[src/rtl/mem_access_unit.sv]
// Memory stage: byte/half/word loads and stores to a local data array, with a
// fixed MEM_LATENCY wait per aligned access and registered MEM/WB outputs.
module mem_access_unit #(
    parameter int DEPTH       = 64,
    parameter int MEM_LATENCY = 2,
    parameter int DEST_W      = 5
) (
    input  logic              clk,
    input  logic              rst,
    input  logic              in_valid,
    input  logic              wb_en,
    input  logic              mem_r_en,
    input  logic              mem_w_en,
    input  logic [1:0]        size,
    input  logic              load_unsigned,
    input  logic [31:0]       pc,
    input  logic [31:0]       alu_res,
    input  logic [31:0]       st_value,
    input  logic [DEST_W-1:0] dest,
    output logic              stall,
    output logic              out_valid,
    output logic              wb_en_out,
    output logic              mem_r_en_out,
    output logic              misalign_out,
    output logic [31:0]       pc_out,
    output logic [31:0]       alu_res_out,
    output logic [31:0]       mem_data_out,
    output logic [DEST_W-1:0] dest_out
);

    localparam int AW = $clog2(DEPTH);

    typedef enum logic {IDLE, WAIT} state_t;

    state_t        state, state_next;
    logic [3:0]    cnt, cnt_next;
    logic [31:0]   mem [DEPTH];

    logic          access, aligned, misaligned, mem_op;
    logic [AW-1:0] idx;
    logic [31:0]   rd_word, wr_data, load_val;
    logic [3:0]    be;
    logic [7:0]    rd_byte;
    logic [15:0]   rd_half;

    assign access     = in_valid & (mem_r_en | mem_w_en);
    assign misaligned = access & ~aligned;
    assign idx        = alu_res[AW+1:2];
    assign rd_word    = mem[idx];

    // NOTE: every always_comb output gets a default first, so no path can infer a latch.
    always_comb begin
        aligned = 1'b1;
        case (size)
            2'b00:   aligned = 1'b1;
            2'b01:   aligned = ~alu_res[0];
            default: aligned = (alu_res[1:0] == 2'b00);
        endcase
    end

    always_comb begin
        state_next = state;
        cnt_next   = cnt;
        stall      = 1'b0;
        mem_op     = 1'b0;
        case (state)
            IDLE: begin
                if (access && aligned) begin
                    if (MEM_LATENCY == 0) begin
                        mem_op = 1'b1;
                    end else begin
                        stall      = 1'b1;
                        state_next = WAIT;
                        cnt_next   = 4'(MEM_LATENCY - 1);
                    end
                end
            end
            WAIT: begin
                if (cnt != 4'd0) begin
                    stall    = 1'b1;
                    cnt_next = cnt - 4'd1;
                end else begin
                    // inputs are held during the wait, so the access is re-qualified here
                    mem_op     = access & aligned;
                    state_next = IDLE;
                end
            end
        endcase
    end

    // NOTE: sequential state uses non-blocking assignments so every register samples pre-edge values.
    always_ff @(posedge clk or negedge rst) begin
        if (!rst) begin
            state <= IDLE;
            cnt   <= 4'd0;
        end else begin
            state <= state_next;
            cnt   <= cnt_next;
        end
    end

    always_comb begin
        rd_byte  = rd_word[{alu_res[1:0], 3'b000} +: 8];
        rd_half  = alu_res[1] ? rd_word[31:16] : rd_word[15:0];
        load_val = 32'd0;
        if (mem_op && mem_r_en) begin
            case (size)
                2'b00:   load_val = load_unsigned ? {24'd0, rd_byte} : {{24{rd_byte[7]}}, rd_byte};
                2'b01:   load_val = load_unsigned ? {16'd0, rd_half} : {{16{rd_half[15]}}, rd_half};
                default: load_val = rd_word;
            endcase
        end
    end

    always_comb begin
        wr_data = st_value;
        be      = 4'b1111;
        case (size)
            2'b00: begin
                wr_data = {4{st_value[7:0]}};
                be      = 4'b0001 << alu_res[1:0];
            end
            2'b01: begin
                wr_data = {2{st_value[15:0]}};
                be      = alu_res[1] ? 4'b1100 : 4'b0011;
            end
            default: begin
                wr_data = st_value;
                be      = 4'b1111;
            end
        endcase
    end

    // NOTE: the data array is deliberately not reset; its contents survive rst.
    always_ff @(posedge clk) begin
        if (mem_op && mem_w_en) begin
            for (int i = 0; i < 4; i++) begin
                if (be[i]) mem[idx][8*i +: 8] <= wr_data[8*i +: 8];
            end
        end
    end

    // A stalled cycle registers a bubble; datapath outputs keep their last values.
    always_ff @(posedge clk or negedge rst) begin
        if (!rst) begin
            out_valid    <= 1'b0;
            wb_en_out    <= 1'b0;
            mem_r_en_out <= 1'b0;
            misalign_out <= 1'b0;
            pc_out       <= 32'd0;
            alu_res_out  <= 32'd0;
            mem_data_out <= 32'd0;
            dest_out     <= '0;
        end else if (stall) begin
            out_valid    <= 1'b0;
            wb_en_out    <= 1'b0;
            mem_r_en_out <= 1'b0;
            misalign_out <= 1'b0;
        end else begin
            out_valid    <= in_valid;
            wb_en_out    <= in_valid & wb_en & ~misaligned;
            mem_r_en_out <= mem_r_en;
            misalign_out <= misaligned;
            pc_out       <= pc;
            alu_res_out  <= alu_res;
            mem_data_out <= load_val;
            dest_out     <= dest;
        end
    end

endmodule

[config.mk]
export PLATFORM = sky130hd
export DESIGN_NAME = mem_access_unit
export DESIGN_NICKNAME = d
export VERILOG_FILES = /design/src/rtl/mem_access_unit.sv
export SDC_FILE = /design/constraint.sdc
export NUM_CORES = 2
export LEC_CHECK = 0
export BUFFER_PORTS_ARGS = -buffer_cell sky130_fd_sc_hd__clkbuf_2
export CAP_MARGIN = 10
export CORE_MARGIN = 2
export CORE_UTILIZATION = 28
export DETAILED_ROUTE_END_ITERATION = 16
export PLACE_DENSITY_LB_ADDON = 0.1
export SYNTH_ARGS = -nofsm -noshare
export SYNTH_HDL_FRONTEND = slang
export SYNTH_SLANG_ARGS = --single-unit
[constraint.sdc]
create_clock -name clk -period 3.3 [get_ports clk]
set_input_delay 0.33 -clock clk [delete_from_list [all_inputs] [get_ports clk]]
set_output_delay 0.33 -clock clk [all_outputs]
set_load 0.005 [all_outputs]
Word-level counts from Yosys, hierarchy flattened
Memories as Yosys holds them, arrays and structs flattened.
Cells that the tools add are included.
{"block": "op_classes", "eq_ne": 3, "shifts": 2, "muxes": 33, "bitwise_logic": 10, "n_reduce_logical": 7, "add_sub_neg": 1}
{"operator": "$pmux 32 s2", "n": 2}
{"operator": "$mux 32", "n": 3}
{"operator": "$shiftx 32x6->8", "n": 1}
{"operator": "$mux 1", "n": 20}
{"operator": "$mux 16", "n": 1}
{"operator": "$pmux 4 s2", "n": 2}
{"operator": "$mux 4", "n": 3}
{"operator": "$and 1x1->1", "n": 5}
{"operator": "$logic_not 2->1", "n": 2}
{"operator": "$not 1->1", "n": 4}
{"operator": "$pmux 1 s2", "n": 2}
{"operator": "$reduce_bool 4->1", "n": 1}
{"operator": "$shl 1x2->4 const A", "n": 1}
{"operator": "$sub 4x1->4 const B", "n": 1}
{"operator": "$logic_and 1x1->1", "n": 3}
{"operator": "$eq 2x1->1 const B", "n": 1}
{"operator": "$ne 2x1->1 const B", "n": 1}
{"operator": "$ne 2x2->1 const B", "n": 1}
{"operator": "$reduce_and 2->1", "n": 1}
{"operator": "$or 1x1->1", "n": 1}
{"block": "word_totals", "wordCells": 67, "ramBits": 2048, "n_memories": 1, "reg_bits": 110, "inputBits": 110}
{"name": "mem", "words": 64, "word_bits": 32, "rd": 1, "rd_clocked_by_memory_dff": 0, "wr": 1, "line": "37", "source": "logic [31:0] mem [DEPTH];"}

Logic depth before layout (Yosys ltp)
{"block": "logic_depth", "ltp_word": 8, "ltp_mapped": 15}

Worst setup path after synthesis
OpenSTA, ideal clock, no wires.
{"block": "synth_timing", "kind": "input to register", "start": "in size[0]", "end": "mem mem[0][24], data pin", "cell_stages": 4, "arrival_time_ns": 3.660, "n_path_buf": 2, "t_required_ns": 2.598, "setup_slack_ns": -1.062, "cell_sequence": "clkbuf_1 > buf_1 > mux2i_1 > o21ai_0"}
{"block": "synth_between", "elab_chain_len": 2}
{"item": "start: declaration", "line": "14", "source": "input logic [1:0] size,"}
{"item": "$eq 2x1->1 or $logic_not 2->1 (tied branches)", "line": "118", "source": "case (size)"}
{"item": "$pmux 32 s2 (*)", "line": "118"}
{"item": "net wr_data[24]", "line": "41", "source": "logic [31:0] rd_word, wr_data, load_val;"}
{"item": "end: declaration", "line": "37"}
Mark *: on every way through the listed nets, which the timed path passes. The rest lies on a longest branch.

Final worst setup path
{"block": "layout_timing", "start": "mem mem[49][11]", "end": "reg mem_data_out[3]"}
{"block": "layout_between", "elab_chain_len": 5}
{"item": "$mem_v2 64x32"}
{"item": "$shiftx 32x6->8", "line": "103", "source": "rd_byte = rd_word[{alu_res[1:0], 3'b000} +: 8];"}
{"item": "$mux 32", "line": "108", "source": "2'b00: load_val = load_unsigned ? {24'd0, rd_byte} : {{24{rd_byte[7]}}, rd_byte};"}
{"item": "$pmux 32 s2", "line": "107", "source": "case (size)"}
{"item": "$mux 32", "line": "106", "source": "if (mem_op && mem_r_en) begin"}
{"item": "end signal: assignment", "line": "166", "source": "mem_data_out <= load_val;"}
{"item": "end: declaration", "line": "27", "source": "output logic [31:0] mem_data_out,"}
No other way between the ends.
A chain may end at the register's enable or synchronous reset.

==> metrics.txt <==
# TYPE chip_impl_metric gauge
chip_impl_info{name="run_status",value="completed"} 1
chip_impl_info{name="timing.critical_path.to_type",value="register"} 1
chip_impl_metric{name="firstDrtPassIters",unit=""} 6
chip_impl_info{name="dominant_cell_type_by_count_on_the_critical_path",value="sky130_fd_sc_hd__a221o_1"} 1
chip_impl_info{name="crit_family",value="compound AO/OA/AOI/OAI gates"} 1
chip_impl_info{name="synthFlopType",value="sky130_fd_sc_hd__edfxtp_1"} 1
chip_impl_metric{name="vias_per_cell",unit=""} 5.21
chip_impl_metric{name="height_of_the_chip",unit="um"} 553
chip_impl_metric{name="cts.clk_slew.worst_paths",unit="ns"} 0.07
chip_impl_info{name="critical_path.cell_chain",value="mux4_2, nand2_1, o211ai_1, a221o_1, nor4_1, buf_4, or4_1, o21ai_0, a221o_1"} 1
chip_impl_metric{name="timing.final.crit_share",unit="%"} 96.3
chip_impl_metric{name="syn-cell-area",unit="um^2"} 84400
chip_impl_metric{name="postCtsSetupBuffers",unit=""} 0
chip_impl_metric{name="achievable-frequency",unit="MHz"} 315
chip_impl_metric{name="critical_path_arrival",unit="ns"} 3.97
chip_impl_metric{name="wire_per_inst",unit="um"} 35.3
chip_impl_metric{name="post_synth_num_cell_types",unit=""} 83
chip_impl_metric{name="numClockSinks",unit=""} 2158
chip_impl_metric{name="timing.final.crit_period",unit="ns"} 3.18
chip_impl_metric{name="flop_and_latch_count_out_of_synthesis",unit=""} 2158
chip_impl_metric{name="port_buffers",unit=""} 215
chip_impl_metric{name="worst_pin_slew",unit="ns"} 0.981
chip_impl_info{name="clockRootBuffer",value="sky130_fd_sc_hd__clkbuf_16"} 1
chip_impl_metric{name="cts_max_level",unit=""} 4
chip_impl_info{name="grt_setup_unrepaired",value="false"} 1
chip_impl_metric{name="yosys.area.top_type_share",unit="%"} 72.9
chip_impl_info{name="hold_path_class",value="input pin to register"} 1
chip_impl_metric{name="detail_route.wirelength",unit="um"} 363000
chip_impl_metric{name="finalSetupViolations",unit=""} 0
chip_impl_metric{name="worst-path-buf-inv",unit=""} 1
chip_impl_metric{name="tritoncts.num_buffers",unit=""} 241
chip_impl_metric{name="ctsLongestPathBuffers",unit=""} 4
chip_impl_metric{name="clock_latency_late_sink",unit="ns"} 0.92
chip_impl_metric{name="slew_headroom",unit="%"} 34.4
chip_impl_metric{name="fp-row-count",unit=""} 201
chip_impl_metric{name="ant_nets",unit=""} 0
chip_impl_metric{name="syn_to_final_growth",unit="%"} 27.3
chip_impl_metric{name="power.total",unit="mW"} 63.9
chip_impl_metric{name="synth.yosys.seq_area_share",unit="%"} 76.2
chip_impl_metric{name="max_fanout_on_critical_path",unit=""} 2
chip_impl_info{name="crit_path_top_delay_cell",value="sky130_fd_sc_hd__nor4_1"} 1
chip_impl_metric{name="die_area",unit="um^2"} 306000
chip_impl_metric{name="global_route_wire_length_before_repair",unit="um"} 489000
chip_impl_metric{name="hpwl",unit="um"} 255000
chip_impl_metric{name="vias_in_the_first_global_route",unit=""} 53704
chip_impl_metric{name="globalplace.congestion",unit=""} 0.859
chip_impl_metric{name="track_usage",unit="%"} 23.3
chip_impl_info{name="yosys-top-cells-area",value="sky130_fd_sc_hd__edfxtp_1 73%, sky130_fd_sc_hd__dfrtp_1 3.3%, sky130_fd_sc_hd__mux2_2 2.8%"} 1
chip_impl_metric{name="post_synth_edffs",unit=""} 2048
chip_impl_metric{name="finalHoldViolations",unit=""} 0
chip_impl_metric{name="setup_tns",unit="ns"} 0
chip_impl_metric{name="worst_ep_required_time",unit="ns"} 4.09
chip_impl_info{name="dominant_cell_type_by_area_after_synthesis",value="sky130_fd_sc_hd__edfxtp_1"} 1
chip_impl_info{name="setup.worst_path.start_class",value="register"} 1
chip_impl_metric{name="vias",unit=""} 53705
chip_impl_metric{name="io_pins",unit=""} 216
chip_impl_info{name="setup.worst_path.class",value="register to register"} 1
chip_impl_metric{name="clock_skew",unit="ns"} 0.0583
chip_impl_metric{name="drv.max_cap_violation_count",unit=""} 0
chip_impl_metric{name="die_w",unit="um"} 553
chip_impl_metric{name="detail_route.drc_violations",unit=""} 0
chip_impl_metric{name="grt_remaining_overflow",unit=""} 0
chip_impl_metric{name="report.final.slew_viol_count",unit=""} 0
chip_impl_metric{name="ys_async_sr_fraction",unit="%"} 5.10
chip_impl_metric{name="fraction_of_layout_cells_with_a_size_suffix_above_1",unit="%"} 30.7
chip_impl_metric{name="synth_fp_nets",unit=""} 5015
chip_impl_metric{name="leakage",unit="nW"} 36.7
chip_impl_metric{name="fin_nets",unit=""} 6259
chip_impl_info{name="cts_tree",value="built"} 1
chip_impl_metric{name="largest_net_degree_at_the_start_of_global_routing",unit=""} 93
chip_impl_metric{name="power_density",unit="nW/um^2"} 595
chip_impl_metric{name="syn_area_per_cell",unit="um^2"} 17.2
chip_impl_metric{name="ir_drop",unit="uV"} 385
chip_impl_metric{name="initial_antenna_violation_count",unit=""} 28
chip_impl_metric{name="netlist_instances",unit=""} 4903
chip_impl_metric{name="cpPeakStageDelay",unit="ns"} 0.70
chip_impl_metric{name="core_area",unit="um^2"} 300000
chip_impl_metric{name="detailedRoute.firstIterationViolations",unit=""} 5547
chip_impl_metric{name="synthesis.yosys.warnings",unit=""} 0
chip_impl_metric{name="start_util",unit="%"} 28.1
-- final cells by class --
cell class / instances / area, um^2
clock buffer: 299 / 6360
clock inverter: 135 / 1260
sequential: 2158 / 64300
fill: 28688 / 192000
timing repair buffer: 1344 / 12000
multi-input combinational: 2383 / 18500
inverter: 19 / 81.3
tap: 3958 / 4950
antenna: 6 / 15.0
-- cells in the final DEF (no fill, tap or decap), drive strengths merged, types with 34 or more instances in the layout --
cell,netlist,layout
mux4,75,75
a22o,61,61
nor2,354,354
mux2i,224,224
dfrtp,110,110
mux2,226,226
dlygate4sd3,0,75
a22oi,266,266
a221oi,168,168
nand3,41,41
o21ai,70,70
a21oi,104,104
clkinv,0,102
edfxtp,2048,2048
clkbuf,118,505
a31oi,34,34
nand2,237,237
o22ai,60,60
o2bb2ai,40,40
buf,225,1063
a221o,49,49
-- per-stage QoR --
stage	instance area, um^2	utilization [%]	std cells	worst slack (ns)	hold WS [ns]
6_report	107000	35.8	10302	0.123	0.0619
5_1_grt	107000	35.8	10297	0.00367	0.0426
4_1_cts	107000	35.8	10296	0.112	0.0176
3_5_place_dp	99000	33.0	9787	-0.608	0.475
3_3_place_gp	99000	33.0	9787	-0.742	0.476
2_1_floorplan	84400	-	4903	0.0304	0.0344
-- logic make-up after synthesis --
kind of cell / share of synthesized area, %
xor+xnor: 0.0104
compound gates: 9.37
simple gates: 4.53
fa+ha+maj: 0.0297
mux: 7.68
buf+inv: 2.22
flops: 76.2
-- cells in the mapped netlist, drive strengths merged, types with 7 or more instances --
cell and number:
a22oi 266, a222oi 19, nor2b 14, a221o 49, a211oi 16, a22o 61
a2111oi 10, a21oi 104, nand2 237, mux2i 224, nand3 41, a41oi 7
edfxtp 2048, o221ai 17, nor4 10, o22a 12, o22ai 60, o31ai 16
o2bb2ai 40, and4b 8, a31oi 34, nand3b 10, nand2b 17, and4 13
o32ai 9, and3 12, or4 9, nor4b 8, mux2 226, buf 225
clkbuf 118, nor4bb 8, o21ai 70, nor3 21, o211ai 16, nor2 354
nand4 20, nand4b 7, o2111ai 8, inv 19, dfrtp 110, mux4 75
and2 10, a221oi 168
-- routing by layer --
| metal | track usage [%] | vias up | routed length [um] |
|---|---|---|---|
| li1 | - | 22446 | - |
| met1 | 31.6 | 28992 | 158000 |
| met2 | 38.3 | 1786 | 173000 |
| met3 | 3.35 | 465 | 20000 |
| met4 | 7.23 | 16 | 12300 |
| met5 | 0 | - | 109 |
-- state kept, by name, indices dropped and copies added, names as in the netlist, 4 cells and up --
signal,count
dest_out,5
mem_data_out,32
alu_res_out,32
pc_out,32
cnt,4
mem,2048
-- worst paths after layout --
| kind | from | end | slack (ns) | cells past startpoint |
|---|---|---|---|---|
| min in group asynchronous | rst | pc_out[11] | 0.09 | 2 |
| hold reg to reg | alu_res_out[4] | alu_res_out[4] | 0.49 | 2 |
| max in group asynchronous | rst | alu_res_out[25] | 2.25 | 3 |
| setup reg to reg | mem[49][11] | mem_data_out[3] | 0.12 | 9 |
| hold / removal | st_value[25] | mem[30][25] | 0.06 | 4 |
| setup / recovery | mem[49][11] | mem_data_out[3] | 0.12 | 9 |
-- worst register-to-register path, delay by kind of cell, from the launching register on --
| kind | cells | cell delay [ns] |
|---|---|---|
| AOI/OAI and AO/OA | 4 | 1.11 |
| buffers and inverters | 1 | 0.24 |
| DFF | 1 | 0.37 |
| muxes | 1 | 0.47 |
| and+or+nand+nor | 3 | 0.90 |
-- power breakdown --
| part | total (mW) | internal, mW | switching (mW) |
|---|---|---|---|
| clock | 26.5 | 15.3 | 11.2 |
| combinational | 6.45 | 2.52 | 3.94 |
| sequential | 30.9 | 30.7 | 0.267 |
| total | 63.9 | 48.5 | 15.4 |
-- timing repair --
item	in CTS	in global routing
gates resized for setup	2	1
hold buffers	75	0
hold endpoints to repair	176	0
endpoints found under the setup margin	17	11
pin swaps	0	1
Power figures use the tool's default switching activity.
